[src/rtl/cam_lut_update_if.sv]
// Request channel into the CAM LUTRAM update engine: entry write/invalidate
// requests with a valid/ready handshake.
interface cam_lut_update_if #(
    parameter int IDX_W = 5
);
    logic             req_valid;
    logic             req_ready;
    logic             req_op;
    logic [IDX_W-1:0] req_idx;
    logic [23:0]      req_key;

    modport master (output req_valid, req_op, req_idx, req_key, input req_ready);
    modport slave  (input req_valid, req_op, req_idx, req_key, output req_ready);
endinterface

[src/rtl/cam_lut_update.sv]
// Write side of the LUTRAM match array: keeps a shadow key table and rebuilds
// all 64 words of the four slice LUTRAMs after every accepted request.
module cam_lut_update #(
    parameter int ENTRIES = 32,
    parameter int IDX_W   = $clog2(ENTRIES)
) (
    input  logic               clk,
    input  logic               rst_n,
    cam_lut_update_if.slave    req,
    output logic               lut_we,
    output logic [5:0]         lut_addr,
    output logic [ENTRIES-1:0] lut_din_a,
    output logic [ENTRIES-1:0] lut_din_b,
    output logic [ENTRIES-1:0] lut_din_c,
    output logic [ENTRIES-1:0] lut_din_d,
    output logic               busy,
    output logic               done
);
    typedef enum logic [1:0] {
        ST_INIT  = 2'd0,
        ST_IDLE  = 2'd1,
        ST_SWEEP = 2'd2
    } state_t;

    state_t             state_r, state_nx_s;
    logic [5:0]         cnt_r, cnt_nx_s;
    logic [ENTRIES-1:0] valid_r, valid_nx_s;
    logic [23:0]        key_r    [ENTRIES];
    logic [23:0]        key_nx_s [ENTRIES];
    logic               done_pend_r, done_pend_nx_s;
    logic               ready_r, ready_nx_s;
    logic               we_nx_s, busy_nx_s, done_nx_s, fill_s;
    logic [5:0]         addr_nx_s;
    logic [ENTRIES-1:0] din_a_nx_s, din_b_nx_s, din_c_nx_s, din_d_nx_s;

    assign req.req_ready = ready_r;

    // Next state, shadow-table update and next output values.
    always_comb begin
        state_nx_s     = state_r;
        cnt_nx_s       = cnt_r;
        valid_nx_s     = valid_r;
        key_nx_s       = key_r;
        done_pend_nx_s = done_pend_r;
        we_nx_s        = 1'b0;
        addr_nx_s      = lut_addr;
        busy_nx_s      = 1'b1;
        ready_nx_s     = 1'b0;
        done_nx_s      = 1'b0;
        fill_s         = 1'b0;
        case (state_r)
            ST_IDLE: begin
                if (req.req_valid && ready_r) begin
                    // Out-of-range indices match no entry and leave the table as is.
                    for (int e = 0; e < ENTRIES; e++) begin
                        if (req.req_idx == IDX_W'(e)) begin
                            valid_nx_s[e] = req.req_op;
                            if (req.req_op) begin
                                key_nx_s[e] = req.req_key;
                            end else begin
                                key_nx_s[e] = key_r[e];
                            end
                        end else begin
                            valid_nx_s[e] = valid_r[e];
                        end
                    end
                    state_nx_s = ST_SWEEP;
                    cnt_nx_s   = 6'd1;
                    we_nx_s    = 1'b1;
                    addr_nx_s  = 6'd0;
                    fill_s     = 1'b1;
                end else begin
                    busy_nx_s      = 1'b0;
                    ready_nx_s     = 1'b1;
                    done_nx_s      = done_pend_r;
                    done_pend_nx_s = 1'b0;
                end
            end
            ST_INIT, ST_SWEEP: begin
                we_nx_s   = 1'b1;
                addr_nx_s = cnt_r;
                cnt_nx_s  = cnt_r + 6'd1;
                fill_s    = (state_r == ST_SWEEP);
                if (cnt_r == 6'd63) begin
                    state_nx_s     = ST_IDLE;
                    done_pend_nx_s = (state_r == ST_SWEEP);
                end else begin
                    state_nx_s = state_r;
                end
            end
            default: begin
                state_nx_s = ST_INIT;
                cnt_nx_s   = 6'd0;
            end
        endcase

        if (we_nx_s) begin
            for (int e = 0; e < ENTRIES; e++) begin
                din_a_nx_s[e] = fill_s && valid_nx_s[e] && (key_nx_s[e][5:0]   == addr_nx_s);
                din_b_nx_s[e] = fill_s && valid_nx_s[e] && (key_nx_s[e][11:6]  == addr_nx_s);
                din_c_nx_s[e] = fill_s && valid_nx_s[e] && (key_nx_s[e][17:12] == addr_nx_s);
                din_d_nx_s[e] = fill_s && valid_nx_s[e] && (key_nx_s[e][23:18] == addr_nx_s);
            end
        end else begin
            din_a_nx_s = lut_din_a;
            din_b_nx_s = lut_din_b;
            din_c_nx_s = lut_din_c;
            din_d_nx_s = lut_din_d;
        end
    end

    // FSM state, sweep counter and shadow key table.
    always_ff @(posedge clk) begin
        if (!rst_n) begin
            state_r     <= ST_INIT;
            cnt_r       <= 6'd0;
            valid_r     <= {ENTRIES{1'b0}};
            done_pend_r <= 1'b0;
            for (int e = 0; e < ENTRIES; e++) begin
                key_r[e] <= 24'd0;
            end
        end else begin
            state_r     <= state_nx_s;
            cnt_r       <= cnt_nx_s;
            valid_r     <= valid_nx_s;
            done_pend_r <= done_pend_nx_s;
            key_r       <= key_nx_s;
        end
    end

    // Registered outputs.
    always_ff @(posedge clk) begin
        if (!rst_n) begin
            lut_we    <= 1'b0;
            lut_addr  <= 6'd0;
            lut_din_a <= {ENTRIES{1'b0}};
            lut_din_b <= {ENTRIES{1'b0}};
            lut_din_c <= {ENTRIES{1'b0}};
            lut_din_d <= {ENTRIES{1'b0}};
            ready_r   <= 1'b0;
            busy      <= 1'b1;
            done      <= 1'b0;
        end else begin
            lut_we    <= we_nx_s;
            lut_addr  <= addr_nx_s;
            lut_din_a <= din_a_nx_s;
            lut_din_b <= din_b_nx_s;
            lut_din_c <= din_c_nx_s;
            lut_din_d <= din_d_nx_s;
            ready_r   <= ready_nx_s;
            busy      <= busy_nx_s;
            done      <= done_nx_s;
        end
    end
endmodule

[src/flat_wrapper.sv]
// flat-port wrapper written by rule: the top's interface ports become plain ports
module cam_lut_update_flat 
#(
    parameter int ENTRIES = 32,
    parameter int IDX_W   = $clog2(ENTRIES)
)
  (clk, rst_n, lut_we, lut_addr, lut_din_a, lut_din_b, lut_din_c, lut_din_d, busy, done, req_req_valid, req_req_op, req_req_idx, req_req_key, req_req_ready);
  cam_lut_update_if #(.IDX_W(IDX_W)) req_i ();
  input  logic clk;
  input  logic rst_n;
  output logic lut_we;
  output logic [5:0] lut_addr;
  output logic [ENTRIES-1:0] lut_din_a;
  output logic [ENTRIES-1:0] lut_din_b;
  output logic [ENTRIES-1:0] lut_din_c;
  output logic [ENTRIES-1:0] lut_din_d;
  output logic busy;
  output logic done;
  input wire logic [$bits(req_i.req_valid)-1:0] req_req_valid;
  input wire logic [$bits(req_i.req_op)-1:0] req_req_op;
  input wire logic [$bits(req_i.req_idx)-1:0] req_req_idx;
  input wire logic [$bits(req_i.req_key)-1:0] req_req_key;
  output wire logic [$bits(req_i.req_ready)-1:0] req_req_ready;
  assign req_i.req_valid = req_req_valid;
  assign req_i.req_op = req_req_op;
  assign req_i.req_idx = req_req_idx;
  assign req_i.req_key = req_req_key;
  assign req_req_ready = req_i.req_ready;
  cam_lut_update #(.ENTRIES(ENTRIES), .IDX_W(IDX_W)) u_core (.clk(clk), .rst_n(rst_n), .req(req_i), .lut_we(lut_we), .lut_addr(lut_addr), .lut_din_a(lut_din_a), .lut_din_b(lut_din_b), .lut_din_c(lut_din_c), .lut_din_d(lut_din_d), .busy(busy), .done(done));
endmodule
[config.mk]
export PLATFORM = sky130hd
export DESIGN_NAME = cam_lut_update_flat
export DESIGN_NICKNAME = d
export VERILOG_FILES = /design/src/rtl/cam_lut_update_if.sv /design/src/rtl/cam_lut_update.sv /design/src/flat_wrapper.sv
export SDC_FILE = /design/constraint.sdc
export NUM_CORES = 2
export LEC_CHECK = 0
export ABC_AREA = 1
export BUFFER_PORTS_ARGS = -buffer_cell sky130_fd_sc_hd__clkbuf_2
export CORE_UTILIZATION = 45
export CTS_BUF_LIST = sky130_fd_sc_hd__clkbuf_16
export CTS_CLUSTER_DIAMETER = 40
export DETAILED_ROUTE_END_ITERATION = 16
export SYNTH_ARGS = -nofsm -noshare
export SYNTH_HDL_FRONTEND = slang
export SYNTH_SLANG_ARGS = --single-unit
[constraint.sdc]
create_clock -name clk -period 2.7 [get_ports clk]
set_input_delay 0.54 -clock clk [delete_from_list [all_inputs] [get_ports clk]]
set_output_delay 0.54 -clock clk [all_outputs]
set_load 0.05 [all_outputs]
Yosys cells after proc, flatten, opt, wreduce, memory -nomap -nowiden
Index checks and enable logic that the tools add are counted.
Storage, ports and cells
  bits in read-only memories: 0
  bits in registers: 947
  logic and storage cells: 496
  output and inout bits: 138
  memory bits (writable): 0
  input port bits: 33
  latch bits: 0
  memories kept: 0
Cells by class
  eq/ne operators: 165
  mux-type cells: 114
  multiply operators: 0
  order comparisons: 0
  divide/modulo/power cells: 0
  reductions and logical operators: 169
  $add $sub $neg: 1
  shift operators: 0
  bitwise logic cells: 2
Operators by type and width (number)
  $mux W24: 64
  $mux W768: 2
  $eq A6 B6 Y1: 128
  $logic_and A1 B1 Y1: 161
  $eq A5 B5 Y1 const B: 16
  $mux W32: 2
  $eq A5 B4 Y1 const B: 8
  $mux W1: 36
  $pmux W6 S2: 2
  $eq A5 B3 Y1 const B: 4
  $mux W6: 2
  $eq A5 B2 Y1 const B: 2
  $add A6 B1 Y6 const B: 1
  $eq A6 B6 Y1 const B: 1
  $pmux W1 S2: 3
  $eq A5 B1 Y1 const B: 1
  $logic_not A5 Y1: 1
  $mux W2: 2
  $ne A2 B1 Y1 const B: 2
  $pmux W2 S2: 1
  $reduce_and A2 Y1: 2
  $reduce_and A3 Y1: 1
  $reduce_or A3 Y1: 1
  $eq A2 B1 Y1 const B: 1
  6 further kinds: 7

Longest topological paths before layout
  depth after elaboration: 6
  mapped depth: 16
  gate-level depth less buffers: 15

Worst setup path before layout
No wires, ideal clock.
  path kind: register to register
  start: register u_core.ready_r, in the netlist u_core.req.req_ready
  end: register u_core.lut_din_b[2]
  arrival: 2264 ps
  slack: 308 ps
  path buffers: 2
  data required time: 2572 ps
  cell stages (with the launch flop): 12
  period minus slack after synthesis: 2392 ps
  setup time: 128 ps
  path through: dfxtp_1 -> nand2_1 -> buf_4 -> buf_2 -> nor3_1 -> nand2_1 -> a21oi_1 -> nor2_1 -> nand2_1 -> nor2_1 -> nor2_1 -> nor2_1
Between the ends
  cells in the longest elaborated chain, start to end: 5
  elaborated cells between the ends (all ways): 13
  those cells by class: eq/ne: 1; mux: 9; reduce/logical: 3
RTL lines
  from (decl): RTL line cam_lut_update.sv:31  | logic ready_r, ready_nx_s;
  from (signal assigned): RTL line cam_lut_update.sv:150  | ready_r <= ready_nx_s;
  $logic_and A1 B1 Y1 *: RTL line cam_lut_update.sv:53  | if (req.req_valid && ready_r) begin
  $mux W6 (tied with other cells): RTL line cam_lut_update.sv:53
  $pmux W6 S2 (tied with other cells): RTL line cam_lut_update.sv:51  | case (state_r)
  $eq A6 B6 Y1 or $logic_and A1 B1 Y1 (tied branches): RTL line cam_lut_update.sv:100  | din_b_nx_s[e] = fill_s && valid_nx_s[e] && (key_nx_s[e][11:6] == addr_nx_s);
  $logic_and A1 B1 Y1: RTL line cam_lut_update.sv:100
  to (signal assigned): RTL line cam_lut_update.sv:137  | lut_din_b <= {ENTRIES{1'b0}};
  to (signal assigned): RTL line cam_lut_update.sv:147  | lut_din_b <= din_b_nx_s;
  to (decl): RTL line cam_lut_update.sv:13  | output logic [ENTRIES-1:0] lut_din_b,
Every way passes the cells marked *; elsewhere a longest branch is shown, timed or not.
A chain may end at the register's enable or synchronous reset.

Worst setup path after layout
  start: register u_core.state_r[1]
  end: register u_core.lut_din_a[17]
Between the ends
  cells in the longest elaborated chain, start to end: 5
  elaborated cells between the ends (all ways): 12
  those cells by class: eq/ne: 3; mux: 5; reduce/logical: 4
RTL lines
  from (decl): RTL line cam_lut_update.sv:25  | state_t state_r, state_nx_s;
  from (signal assigned): RTL line cam_lut_update.sv:123  | state_r <= state_nx_s;
  $eq A2 B2 Y1 or $logic_not A2 Y1 (tied branches): RTL line cam_lut_update.sv:51, cam_lut_update.sv:83
  $reduce_or A2 Y1: RTL line cam_lut_update.sv:51
  $pmux W6 S2 or $pmux W1 S2 (tied branches): RTL line cam_lut_update.sv:51
  $eq A6 B6 Y1 or $logic_and A1 B1 Y1 (tied branches): RTL line cam_lut_update.sv:99  | din_a_nx_s[e] = fill_s && valid_nx_s[e] && (key_nx_s[e][5:0] == addr_nx_s);
  $logic_and A1 B1 Y1: RTL line cam_lut_update.sv:99
  to (signal assigned): RTL line cam_lut_update.sv:136  | lut_din_a <= {ENTRIES{1'b0}};
  to (signal assigned): RTL line cam_lut_update.sv:146  | lut_din_a <= din_a_nx_s;
  to (decl): RTL line cam_lut_update.sv:12  | output logic [ENTRIES-1:0] lut_din_a,
Several ways; a longest one is shown, not always the timed one.

==> run summary <==
DR DRC count: 0
Critical path arrival: 3390 ps
Yosys cell types: 35
Setup violators final: 0
CTS max path bufs: 3
Critical path type: flop to flop
Top cells by area, synth: dfxtp_1, nand2_1, nor2_1
Cells after DPL: 11010
Clock buffer count from CTS: 166
Number of global-route vias before repair: 53443
Hold Crit Class: input pin to flop
Max FO, Critical Path: 6
Starting density of the core: 45.51%
Initial antenna violation count: 12
Post-Route WL: 233.5 mm
Root Buffer: clkbuf_16
Post-synthesis async set-or-reset flop share: 0%
Layout cells sized above 1: 15.12%
Ports: 171
Most instantiated library cell after synthesis: nand2_1
PortBufs: 170
Worst Setup Start Kind: flop
Max-cap viol count: 0
# rows: 123
Largest net degree at the start of global routing: 69
Sequential share of the synthesized area: 36.98%
Flop pwr share: 36.5%
Worst setup EP type: flop
First-pass GRT wire length: 341.7 mm
P_leak: 33.35 nW
Top FF cell, synth: dfxtp_1
Clk sinks: 947
First drt pass iteration count: 6
Syn. warnings: 0
Mapped Area: 51260 um^2
Non-filler cells, final: 11331
RSZ-0062 raised after global routing: false
Share of the synthesized area in the top cell type: 36.98%
Sw Ratio: 24.52%
Final Net Count: 9716
Most frequent cell on the critical path: nand2_1
Post-synthesis register bit count: 947
Grt ovf: 0
Crit Reg-Reg Endpoint: u_core.lut_din_a[17]
Worst-path clk slew: 60 ps
Clock Power Share: 56.9%
Slowest library cell on the worst path: nor3_2
Via count: 60487
Dpl hpwl: 158.4 mm
DR vias/cell: 5.338
Achievable Freq: 375.0 MHz
Max VDD drop: 554.7 uV
Post-synth EDFFs: 0
Core Box Area: 112700 um^2
Slew Limit Fails: 0
Synth Instances: 8837
Global placer's final weighted congestion: 0.9948
Logic pwr share: 6.5%
P_int: 28.96 mW
FF-to-FF setup slack: 30 ps
Routed wire per std cell: 20.61 um
Power Dens Cells: 569.0 nW/um^2
Net switching power: 9.408 mW
Die ar.: 115300 um^2
Hold depth: 3
Area Overhead vs Synth: 31.54%
Max_slew headroom: 50.80%
Top cell type by total area after synthesis: dfxtp_1
GRT Overall Usage: 39.35%
Final design utilization: 59.86%
Status: complete, no violations
R2r startpoint: u_core.state_r[1]
Die Height: 339.5 um
H-Tree Depth: 4
Buf/Inv on CP: 2
Slowest stage delay, CP: 560 ps
Post-route minimum period: 2667 ps
Reg2Reg Depth: 12
Slew at the pin with the worst max-slew slack: 734.1 ps
Syn Nets: 8871
CP Cell Sequence: inv_4 > nand2_1 > buf_4 > nor3_2 > nand2_1 > nand2_1 > nor2_1 > nor2_1 > nand2_1 > nor2_1 > nand2_1 > a21oi_1
Hold Path Origin: rst_n
Worst Hold End: u_core.done_pend_r
Worst path top cell family by delay: simple AND/OR/NAND/NOR gates
Fin Clk Skew: 24.45 ps
Worst-Skew Late Latency: 790 ps
Routed Antenna Nets: 0
1st-iter DRT viols: 7063
Die width: 339.5 um
CTS tree: yes
Critical Path RT: 3420 ps
Final Hold Fails: 0
Average cell area after synthesis: 5.801 um^2
Tcrit/Tclk final: 98.76%
Top cells by count, synth: nand2_1, nor2_1, dfxtp_1
through the flow:
stage	hold slack [ps]	setup slack (ps)	area, um^2	setup TNS [ps]	total power [mW]
finish	119.5	33.46	67430	0	38.37
global route	131.5	10.54	67410	0	39.27
CTS	87.30	42.42	67310	0	38.38
detailed placement	426.3	-499.0	61580	-5336	16.70
global placement	423.9	-315.0	61580	-2841	16.70
floorplan	408.4	308.0	51260	0	15.41
final cells by class:
| type | count | area (um^2) |
|---|---|---|
| diodes | 10 | 25.02 |
| clock buffers | 170 | 4254 |
| clock inverters | 137 | 1469 |
| fillers | 11088 | 45220 |
| inverters | 902 | 3421 |
| multi-input cells | 6526 | 27200 |
| flip-flops and latches | 947 | 18960 |
| well taps | 1500 | 1877 |
| repair buffers | 1139 | 10220 |
worst register-to-register path, cell delays in order (launching register included):
cell and delay, ps:
dfxtp_1 380, inv_4 150, nand2_1 120, buf_4 200, nor3_2 570, nand2_1 170
nand2_1 130, nor2_1 50, nor2_1 140, nand2_1 70, nor2_1 150, nand2_1 290
a21oi_1 210
sequential cells by signal, summed over array words and instances (netlist names):
signal                count
u_core.key_r            768
u_core.lut_din_a         32
u_core.lut_din_b         32
u_core.lut_din_c         32
u_core.lut_din_d         32
u_core.valid_r           32
u_core.cnt_r              6
u_core.lut_addr           6
u_core.state_r            2
u_core.busy               1
u_core.done               1
u_core.done_pend_r        1
u_core.lut_we             1
u_core.req.req_ready      1
how the worst max path moves through the flow:
stage                            to            startpoint  depth (start not counted)  slack [ps]
4_1_cts        u_core.lut_din_c[16]     u_core.state_r[0]                         15          40
3_5_place_dp   u_core.lut_din_a[17]         req_req_valid                         12        -500
5_1_grt         u_core.lut_din_b[3]     u_core.state_r[1]                         15          10
2_1_floorplan   u_core.lut_din_b[2]  u_core.req.req_ready                         11         310
6_report       u_core.lut_din_a[17]     u_core.state_r[1]                         12          30
3_3_place_gp   u_core.lut_din_a[17]         req_req_valid                         12        -320
cells in the final DEF (no fill, tap or decap), types with 2 or more instances in the layout:
cell type / synthesis / routed
clkinv_2: 0 / 23
clkbuf_16: 0 / 172
o21ai_0: 189 / 188
nand3b_1: 2 / 2
clkinv_4: 0 / 6
buf_4: 8 / 802
dfxtp_1: 947 / 946
nand2_2: 12 / 13
nor3_4: 3 / 7
inv_1: 883 / 907
clkinv_1: 12 / 38
nand4_1: 4 / 4
o21ai_1: 22 / 22
a21oi_1: 231 / 231
nor2_2: 10 / 21
buf_12: 0 / 165
nor2_1: 1490 / 1476
diode_2: 0 / 10
nand3_2: 5 / 6
inv_2: 6 / 3
nor2_4: 2 / 5
a32o_1: 2 / 2
inv_4: 1 / 5
clkinvlp_4: 0 / 12
nand2_1: 3566 / 3557
bufinv_16: 0 / 30
nand2_4: 0 / 8
nor3_1: 12 / 6
nand3_1: 781 / 780
inv_6: 0 / 13
clkbuf_2: 0 / 170
nor3_2: 11 / 13
nor3b_1: 2 / 2
o211ai_1: 140 / 140
xor2_1: 27 / 27
and2_1: 4 / 4
a21oi_2: 6 / 6
kinds of logic (layout without fill, tap and decap cells):
family          Yosys count  in the layout  share of synthesized area [%]
fa+ha+maj                 1              1                        0.02440
other cells               0             10                              0
compound gates          592            592                          6.536
xor+xnor                 27             27                         0.4613
flops                   947            947                          36.98
buf+inv                1364           2348                          10.31
simple gates           5906           5906                          45.68
metal layers:
metal	vias to the layer above	routed length (um)	track usage [%]
li1	28880	-	-
met3	604	28280	9.241
met4	12	11220	17.61
met5	-	68	0
met2	3226	97170	58.10
met1	27765	96770	54.24
power by group through the flow:
stage               sequential (mW)  combinational, mW  clock (mW)
CTS                            14.0               2.42        22.0
finish                         14.0               2.51        21.8
global placement               14.3               2.41           0
detailed placement             14.3               2.40           0
floorplan                      14.3               1.11           0
global route                   14.0               2.60        22.7
repair_timing:
action,CTS,global route
endpoints found under the setup margin,12,19
pin swaps,0,1
gates resized for setup,3,12
setup buffers,0,2
hold buffers,0,0
cloned,0,2
(Power assumes the default switching activity.)
